[src/rtl/clk_div_monitor_if.sv]
// Measurement bus of clk_div_monitor: the signal under test and expected period in,
// the latest measurement and status flags out.
interface clk_div_monitor_if #(
    parameter int CNT_W = 8
);
    logic             sig_in;
    logic [CNT_W-1:0] exp_period;
    logic [CNT_W-1:0] period;
    logic [CNT_W-1:0] high_time;
    logic             meas_valid;
    logic             period_ok;
    logic             ovf;
    logic             stuck;
    logic [7:0]       err_cnt;

    modport master (
        output sig_in, exp_period,
        input  period, high_time, meas_valid, period_ok, ovf, stuck, err_cnt
    );

    modport slave (
        input  sig_in, exp_period,
        output period, high_time, meas_valid, period_ok, ovf, stuck, err_cnt
    );
endinterface

[src/rtl/clk_div_monitor.sv]
// Measures period and high time of a divided clock on clk_in, checks the period
// against an expected value and flags saturation and a stuck (edge-less) input.
module clk_div_monitor #(
    parameter int CNT_W       = 8,
    parameter int SYNC_STAGES = 0,
    parameter int TIMEOUT     = 200,
    parameter int TOL         = 0
) (
    input  logic              clk_in,
    input  logic              rst,
    clk_div_monitor_if.slave  bus
);
    localparam logic [CNT_W-1:0] CNT_MAX = '1;

    logic             w_s;
    logic             w_rise;
    logic             w_fall;
    logic [CNT_W-1:0] w_per_inc;
    logic [CNT_W-1:0] w_hi_inc;
    logic [CNT_W-1:0] w_diff;
    logic             w_ok;
    logic             w_timeout;

    logic             r_s_d;
    logic [CNT_W-1:0] r_per_cnt;
    logic [CNT_W-1:0] r_hi_cnt;
    logic [CNT_W-1:0] r_hi_lat;
    logic             r_armed;
    logic             r_saw_fall;
    logic [CNT_W-1:0] r_period;
    logic [CNT_W-1:0] r_high_time;
    logic             r_meas_valid;
    logic             r_period_ok;
    logic             r_ovf;
    logic             r_stuck;
    logic [7:0]       r_err_cnt;

    generate
        if (SYNC_STAGES == 0) begin : g_direct
            assign w_s = bus.sig_in;
        end else begin : g_sync
            logic [SYNC_STAGES-1:0] r_sync;
            always_ff @(posedge clk_in) begin
                if (rst) r_sync <= '0;
                else     r_sync <= (r_sync << 1) | SYNC_STAGES'(bus.sig_in);
            end
            assign w_s = r_sync[SYNC_STAGES-1];
        end
    endgenerate

    assign w_rise    = w_s & ~r_s_d;
    assign w_fall    = ~w_s & r_s_d;
    assign w_per_inc = (r_per_cnt == CNT_MAX) ? r_per_cnt : r_per_cnt + CNT_W'(1);
    assign w_hi_inc  = (r_hi_cnt == CNT_MAX) ? r_hi_cnt : r_hi_cnt + CNT_W'(1);
    // Deviation is formed as larger-minus-smaller so it never wraps.
    assign w_diff    = (r_per_cnt >= bus.exp_period) ? r_per_cnt - bus.exp_period
                                                     : bus.exp_period - r_per_cnt;
    assign w_ok      = int'(w_diff) <= TOL;
    // A TIMEOUT beyond the counter range never matches, which disables stuck detection.
    assign w_timeout = int'(w_per_inc) == TIMEOUT;

    // NOTE: all state uses non-blocking assignments so every flop samples the
    // pre-edge values of the others; the synchronous reset clears every register.
    always_ff @(posedge clk_in) begin
        if (rst) begin
            r_s_d        <= 1'b0;
            r_per_cnt    <= '0;
            r_hi_cnt     <= '0;
            r_hi_lat     <= '0;
            r_armed      <= 1'b0;
            r_saw_fall   <= 1'b0;
            r_period     <= '0;
            r_high_time  <= '0;
            r_meas_valid <= 1'b0;
            r_period_ok  <= 1'b0;
            r_ovf        <= 1'b0;
            r_stuck      <= 1'b0;
            r_err_cnt    <= '0;
        end else begin
            r_s_d        <= w_s;
            r_meas_valid <= 1'b0;
            if (w_rise) begin
                r_per_cnt  <= CNT_W'(1);
                r_hi_cnt   <= CNT_W'(1);
                r_armed    <= 1'b1;
                r_saw_fall <= 1'b0;
                r_stuck    <= 1'b0;
                if (r_armed && r_saw_fall) begin
                    r_period     <= r_per_cnt;
                    r_high_time  <= r_hi_lat;
                    r_ovf        <= (r_per_cnt == CNT_MAX) || (r_hi_lat == CNT_MAX);
                    r_period_ok  <= w_ok;
                    r_meas_valid <= 1'b1;
                    if (!w_ok && r_err_cnt != 8'hFF) r_err_cnt <= r_err_cnt + 8'd1;
                end
            end else begin
                r_per_cnt <= w_per_inc;
                if (w_s) r_hi_cnt <= w_hi_inc;
                if (w_fall) begin
                    r_hi_lat   <= r_hi_cnt;
                    r_saw_fall <= 1'b1;
                end
                // Losing the arm forces the next rise to restart a clean measurement.
                if (w_timeout) begin
                    r_stuck <= 1'b1;
                    r_armed <= 1'b0;
                end
            end
        end
    end

    assign bus.period     = r_period;
    assign bus.high_time  = r_high_time;
    assign bus.meas_valid = r_meas_valid;
    assign bus.period_ok  = r_period_ok;
    assign bus.ovf        = r_ovf;
    assign bus.stuck      = r_stuck;
    assign bus.err_cnt    = r_err_cnt;
endmodule
[src/flat_wrapper.sv]
// flat-port wrapper written by rule: the top's interface ports become plain ports
module clk_div_monitor_flat 
#(
    parameter int CNT_W       = 8,
    parameter int SYNC_STAGES = 0,
    parameter int TIMEOUT     = 200,
    parameter int TOL         = 0
)
  (clk_in, rst, bus_sig_in, bus_exp_period, bus_period, bus_high_time, bus_meas_valid, bus_period_ok, bus_ovf, bus_stuck, bus_err_cnt);
  clk_div_monitor_if #(.CNT_W(CNT_W)) bus_i ();
  input  logic clk_in;
  input  logic rst;
  input wire logic [$bits(bus_i.sig_in)-1:0] bus_sig_in;
  input wire logic [$bits(bus_i.exp_period)-1:0] bus_exp_period;
  output wire logic [$bits(bus_i.period)-1:0] bus_period;
  output wire logic [$bits(bus_i.high_time)-1:0] bus_high_time;
  output wire logic [$bits(bus_i.meas_valid)-1:0] bus_meas_valid;
  output wire logic [$bits(bus_i.period_ok)-1:0] bus_period_ok;
  output wire logic [$bits(bus_i.ovf)-1:0] bus_ovf;
  output wire logic [$bits(bus_i.stuck)-1:0] bus_stuck;
  output wire logic [$bits(bus_i.err_cnt)-1:0] bus_err_cnt;
  assign bus_i.sig_in = bus_sig_in;
  assign bus_i.exp_period = bus_exp_period;
  assign bus_period = bus_i.period;
  assign bus_high_time = bus_i.high_time;
  assign bus_meas_valid = bus_i.meas_valid;
  assign bus_period_ok = bus_i.period_ok;
  assign bus_ovf = bus_i.ovf;
  assign bus_stuck = bus_i.stuck;
  assign bus_err_cnt = bus_i.err_cnt;
  clk_div_monitor #(.CNT_W(CNT_W), .SYNC_STAGES(SYNC_STAGES), .TIMEOUT(TIMEOUT), .TOL(TOL)) u_core (.clk_in(clk_in), .rst(rst), .bus(bus_i));
endmodule
[config.mk]
export PLATFORM = sky130hd
export DESIGN_NAME = clk_div_monitor_flat
export DESIGN_NICKNAME = d
export VERILOG_FILES = /design/src/rtl/clk_div_monitor_if.sv /design/src/rtl/clk_div_monitor.sv /design/src/flat_wrapper.sv
export SDC_FILE = /design/constraint.sdc
export NUM_CORES = 1
export LEC_CHECK = 0
export BUFFER_PORTS_ARGS = -buffer_cell sky130_fd_sc_hd__buf_2
export CAP_MARGIN = 20
export CELL_PAD_IN_SITES_DETAIL_PLACEMENT = 0
export CELL_PAD_IN_SITES_GLOBAL_PLACEMENT = 1
export CORE_MARGIN = 3
export CORE_UTILIZATION = 38
export DETAILED_ROUTE_END_ITERATION = 8
export PLACE_DENSITY_LB_ADDON = 0.1
export SKIP_CTS_REPAIR_TIMING = 1
export SLEW_MARGIN = 15
export SYNTH_ARGS = -nofsm -noshare
export SYNTH_HDL_FRONTEND = slang
export SYNTH_SLANG_ARGS = --single-unit
[constraint.sdc]
create_clock -name clk_in -period 2.7 [get_ports clk_in]
set_input_delay 0.135 -clock clk_in [delete_from_list [all_inputs] [get_ports clk_in]]
set_output_delay 0.135 -clock clk_in [all_outputs]
set_load 0.01 [all_outputs]
# ---- Yosys cells after proc, flatten, opt, wreduce, memory -nomap -nowiden
# Cells that the tools add are included.
dict set report totals {
  n_memories 0
  latchBits 0
  mem_bits_rw 0
  ff_bits 55
  word_cells 56
  mem_bits_ro 0
}
dict set report classes {
  mux 9
  order_cmp 2
  shift 0
  multipliers 0
  n_reduce_logical 13
  bitwise_logic 6
  n_addsub 5
  n_eq_ne 6
  n_div 0
}
# operator count
set op_table {}
lappend op_table {{adder 8 x 1 -> 8 bit, second input constant} 3}
lappend op_table {{== test 8 bit, second input constant} 3}
lappend op_table {{two-way mux 8 bit} 2}
lappend op_table {{subtractor 8 bit} 2}
lappend op_table {{== test 8 x 7 -> 1 bit, second input constant} 1}
lappend op_table {{greater-or-equal comparator 8 bit} 1}
lappend op_table {{less-or-equal comparator 8 x 1 -> 1 bit, second input constant} 1}
lappend op_table {{!= test 8 bit, second input constant} 1}
lappend op_table {{AND reduction 2 bit} 4}
lappend op_table {{two-way mux 1 bit} 7}
lappend op_table {{inverter 1 bit} 4}
lappend op_table {{nonzero test 2 bit} 2}
lappend op_table {{OR reduction 2 bit} 2}
lappend op_table {{AND reduction 3 bit} 1}
lappend op_table {{AND 1 bit} 2}
lappend op_table {{logical AND 1 bit} 2}
lappend op_table {{!= test 2 x 1 -> 1 bit, second input constant} 1}
lappend op_table {{zero test 1 bit} 1}
lappend op_table {{logical OR 1 bit} 1}

# ---- Logic depth before layout (Yosys ltp)
dict set report logic_depth {
  word_depth 6
  mapped_depth 11
  depth_no_buf 9
}

# ---- Least setup slack after synthesis
# Ideal clock, no wire load.
dict set report synth_timing {
  path_kind {reg2reg}
  start {reg u_core.r_per_cnt[2]}
  end {reg u_core.r_err_cnt[2], in the netlist u_core.bus.err_cnt[2]}
  synth_period_minus_slack_ns 2.507
  arrival_ns 2.386
  t_required_ns 2.579
  stages_incl_launch_ff 11
  setup_ns 0.121
  path_slack_ns 0.193
  path_buffers 2
  cell_sequence {dfxtp_1 ha_1 buf_4 a21oi_1 o21a_1 mux2i_1 o2111ai_1 a2111oi_4 buf_6 nor4b_2 mux2_4}
}
dict set report synth_via {
  elab_chain_len 6
}
# element line_no
set synth_lines {}
lappend synth_lines {{start: declaration} clk_div_monitor.sv:25} ;# logic [CNT_W-1:0] r_per_cnt;
lappend synth_lines {{start signal: assignment} clk_div_monitor.sv:97} ;# r_per_cnt <= w_per_inc;
lappend synth_lines {{subtractor 8 bit (tied with other cells)} clk_div_monitor.sv:57} ;# : bus.exp_period - r_per_cnt;
lappend synth_lines {{two-way mux 8 bit *} clk_div_monitor.sv:56} ;# assign w_diff = (r_per_cnt >= bus.exp_period) ? r_per_cnt - bus.exp_period
lappend synth_lines {{less-or-equal comparator 8 x 1 -> 1 bit *} clk_div_monitor.sv:58} ;# assign w_ok = int'(w_diff) <= TOL;
lappend synth_lines {{zero test 1 bit *} clk_div_monitor.sv:94} ;# if (!w_ok && r_err_cnt != 8'hFF) r_err_cnt <= r_err_cnt + 8'd1;
lappend synth_lines {{logical AND 1 bit *} clk_div_monitor.sv:94}
lappend synth_lines {{AND reduction 3 bit (no line) *} --}
lappend synth_lines {{end signal: assignment} clk_div_monitor.sv:94}
lappend synth_lines {{end: declaration} clk_div_monitor.sv:36} ;# logic [7:0] r_err_cnt;
# Mark *: on every way between the ends. The rest lies on a longest branch, timed or not.
# A chain may end at the register's enable or synchronous reset.

# ---- Final worst setup path
dict set report layout_timing {
  start {reg u_core.r_per_cnt[4]}
  end {reg u_core.r_err_cnt[2], in the netlist u_core.bus.err_cnt[2]}
}
# Same word-level chain as after synthesis.

==> flow_metrics.env <==
export IMPL_grt_use_total_pct=17.3
export IMPL_rows=31
export IMPL_via_per_inst=5.23
export IMPL_drv_slew=0
export IMPL_min_path_type="input pin to flip-flop"
export IMPL_drive_gt1_share_pct=17.0
export IMPL_fin_cells=506
export IMPL_dp_hpwl_um=5380
export IMPL_cts_root_buf="clkbuf_8"
export IMPL_period_needed_ns=2.51
export IMPL_pwr_share_comb_pct=9.3
export IMPL_peakVddDrop_mv=0.228
export IMPL_wl_um=7310
export IMPL_clock_sinks=55
export IMPL_fillCellCount=796
export IMPL_critical_path_arrival_ns=2.72
export IMPL_crit_path_max_fanout=14
export IMPL_maxCapViolCount=0
export IMPL_syn_mean_instance_area_um2=8.05
export IMPL_grt_pass1_vias=2480
export IMPL_yosys_area_top_type_share_pct=37.6
export IMPL_synth_ff_type="dfxtp_1"
export IMPL_core_area_mm2=0.00737
export IMPL_overflow=0
export IMPL_firstDrtPassIters=6
export IMPL_async_flop_share_pct=0
export IMPL_place_congestion=0.874
export IMPL_rsz0062_at_grt="false"
export IMPL_fin_nets=435
export IMPL_cp_end_kind="flip-flop"
export IMPL_synth_edf_count=0
export IMPL_worstPathRequired_ns=2.91
export IMPL_clkPwrFrac_pct=36.8
export IMPL_antenna_found_initial=0
export IMPL_grt_use_met1_pct=25.0
export IMPL_synth_warnings=0
export IMPL_synth_seq_cells=55
export IMPL_p_switching_uw=382
export IMPL_cpPeakStageDelay_ns=0.50
export IMPL_worst_pin_slew_ns=0.654
export IMPL_fp_dieArea_mm2=0.00880
export IMPL_met2_usage_pct=26.3
export IMPL_slew_headroom_pct=56.1
export IMPL_worst_hold_slack_ns=0.131
export IMPL_clk_pin_slew_ns=0.10
export IMPL_cts_made_buffers=5
export IMPL_post_route_drc_count=0
export IMPL_dpl_cell_count=498
export IMPL_ys_types=45
export IMPL_antenna_left=0
export IMPL_cp_top_family="multiplexers"
export IMPL_switching_share_pct=24.9
export IMPL_area_growth_pct=15.5
export IMPL_status="finished clean"
export IMPL_worstSkewPairLatency_ns=0.31
export IMPL_power_density_mw_per_mm2=454
export IMPL_avgRoutedWirePerCell_um=14.4
export IMPL_critical_path_buf_inv_count=1
export IMPL_die_h_um=93.8
export IMPL_post_route_period_util_pct=93.0
export IMPL_finalSetupTns_ns=0
export IMPL_start_util_pct=39.8
export IMPL_io_pins=39
export IMPL_die_w_um=93.8
export IMPL_dr_total_vias=2645
export IMPL_cts_tree="built"
export IMPL_yosysTopAreaCell="dfxtp_1"
export IMPL_syn_cell_area_mm2=0.00293
export IMPL_setup_viol=0
export IMPL_fmax_ghz=0.398
export IMPL_grt_pass1_wl_um=12200
export IMPL_diodes=0
export IMPL_multi_input_area_mm2=0.00169
export IMPL_regArea_mm2=0.00110
export IMPL_syn_num_nets=393
export IMPL_leakage_uw=0.00134
export IMPL_worstSetupPathType="flip-flop to flip-flop"
export IMPL_syn_inst=364
export IMPL_critPathSlowestCell="ha_1"
export IMPL_grt_most_used_layer="met2"
export IMPL_cts_htree_levels=2
export IMPL_synth_top_cells_by_area="dfxtp_1, ha_1, nand2_1, a21oi_1, nor2_1"
export IMPL_hold_violations=0
export IMPL_cts_buffer_depth=2
export IMPL_crit_chain="ha_1 > nand3_1 > o21ai_0 > mux2i_1 > a2111oi_4 > buf_6 > nor4b_2 > mux2_4"
export IMPL_p_seq_share_pct=53.9
export IMPL_io_buffers=38
export IMPL_fin_skew_ns=0.00773
export IMPL_gr_usage_met3_pct=2.72
export IMPL_p_int_uw=1150
export IMPL_startpoint_type="flip-flop"
export IMPL_drt_iter0_drc=93
export IMPL_grt_max_degree=44
export IMPL_ys_seq_area_share_pct=37.6
[worst paths after layout]
kind / startpoint / endpoint / slack [ns] / cells after the start
setup / recovery: u_core.r_per_cnt[4]$_SDFF_PP0_ / u_core.bus.err_cnt[2]$_SDFFE_PP0P_ / 0.19 / 8
hold / removal: bus_sig_in / u_core.r_s_d$_SDFF_PP0_ / 0.13 / 2
setup reg to reg: u_core.r_per_cnt[4]$_SDFF_PP0_ / u_core.bus.err_cnt[2]$_SDFFE_PP0P_ / 0.19 / 8
hold reg to reg: u_core.bus.high_time[5]$_SDFFE_PP0P_ / u_core.bus.high_time[5]$_SDFFE_PP0P_ / 0.46 / 2
[area by class of cell]
class,instances,share of cell area [%]
multi-input cells,276,50.0
flip-flops and latches,55,32.5
repair buffers,51,8.61
well taps,99,3.66
clock buffers,6,2.14
inverters,17,1.88
clock inverters,2,1.15
[state kept, by name (all words and copies together), names as in the netlist]
signal / cells
u_core.r_armed: 1
u_core.r_hi_cnt: 8
u_core.bus.ovf: 1
u_core.bus.err_cnt: 8
u_core.bus.period_ok: 1
u_core.bus.meas_valid: 1
u_core.r_hi_lat: 8
u_core.r_saw_fall: 1
u_core.bus.high_time: 8
u_core.r_per_cnt: 8
u_core.bus.period: 8
u_core.r_s_d: 1
u_core.bus.stuck: 1
[per-stage QoR]
step / cell area [µm²] / total power, µW / worst slack [ns] / util, %
after floorplan: 2930 / 945 / 0.193 / -
after CTS: 3380 / 1560 / 0.149 / 45.8
after global placement: 3270 / 987 / 0.193 / 44.3
after global routing: 3390 / 1620 / 0.0139 / 45.9
final: 3390 / 1540 / 0.190 / 45.9
after detailed placement: 3270 / 987 / 0.158 / 44.3
[power groups by stage]
| stage | registers [µW] | logic [µW] | clock network [µW] |
|---|---|---|---|
| final | 828 | 143 | 565 |
| after CTS | 828 | 143 | 591 |
| after global routing | 829 | 163 | 623 |
| after detailed placement | 846 | 141 | 0 |
| after floorplan | 846 | 98.8 | 0 |
| after global placement | 846 | 141 | 0 |
[cell usage after synthesis, types with 2 or more instances]
cell type / number
a31oi_1: 4
a21oi_1: 40
xor2_1: 8
nand2_1: 60
o21ai_0: 6
nand3_1: 14
o31ai_1: 7
a21o_1: 4
o22ai_1: 2
nand4_1: 5
clkbuf_1: 11
mux2i_1: 5
nand2b_1: 4
o21ai_1: 3
and3_1: 4
inv_1: 17
or3_1: 5
buf_4: 2
nor2_1: 30
nor4_2: 2
dfxtp_1: 55
buf_2: 2
ha_1: 18
nor2b_1: 9
nor3_1: 12
o2111ai_1: 3
mux2_4: 3
nor4_1: 3
or4_1: 5
xnor2_1: 5
a211oi_1: 2
[layout by cell type (no fill, tap or decap), drive strengths merged, types with 6 or more instances in the layout]
master and instances:
a21oi 41, buf 51, clkbuf 6, dfxtp 55, ha 18, inv 18
nand2 60, nand3 14, nor2 30, nor2b 9, nor3 12, o21ai 9
o31ai 7, xor2 8
[layer usage]
layer / wire [µm] / share of wire, %
met4: 114 / 1.6
met1: 3850 / 53
met3: 235 / 3.2
met2: 3110 / 43
met5: 0 / 0
[logic make-up (layout without fill, tap and decap cells)]
| logic type | after synthesis | in the layout | synth area share, % |
|---|---|---|---|
| compound gates | 77 | 77 | 16.2 |
| flops | 55 | 55 | 37.6 |
| mux | 8 | 8 | 3.24 |
| buf+inv | 33 | 76 | 4.82 |
| fa+ha+maj | 18 | 18 | 7.68 |
| simple gates | 160 | 160 | 26.6 |
| xor+xnor | 13 | 13 | 3.88 |
(Power assumes the default switching activity.)
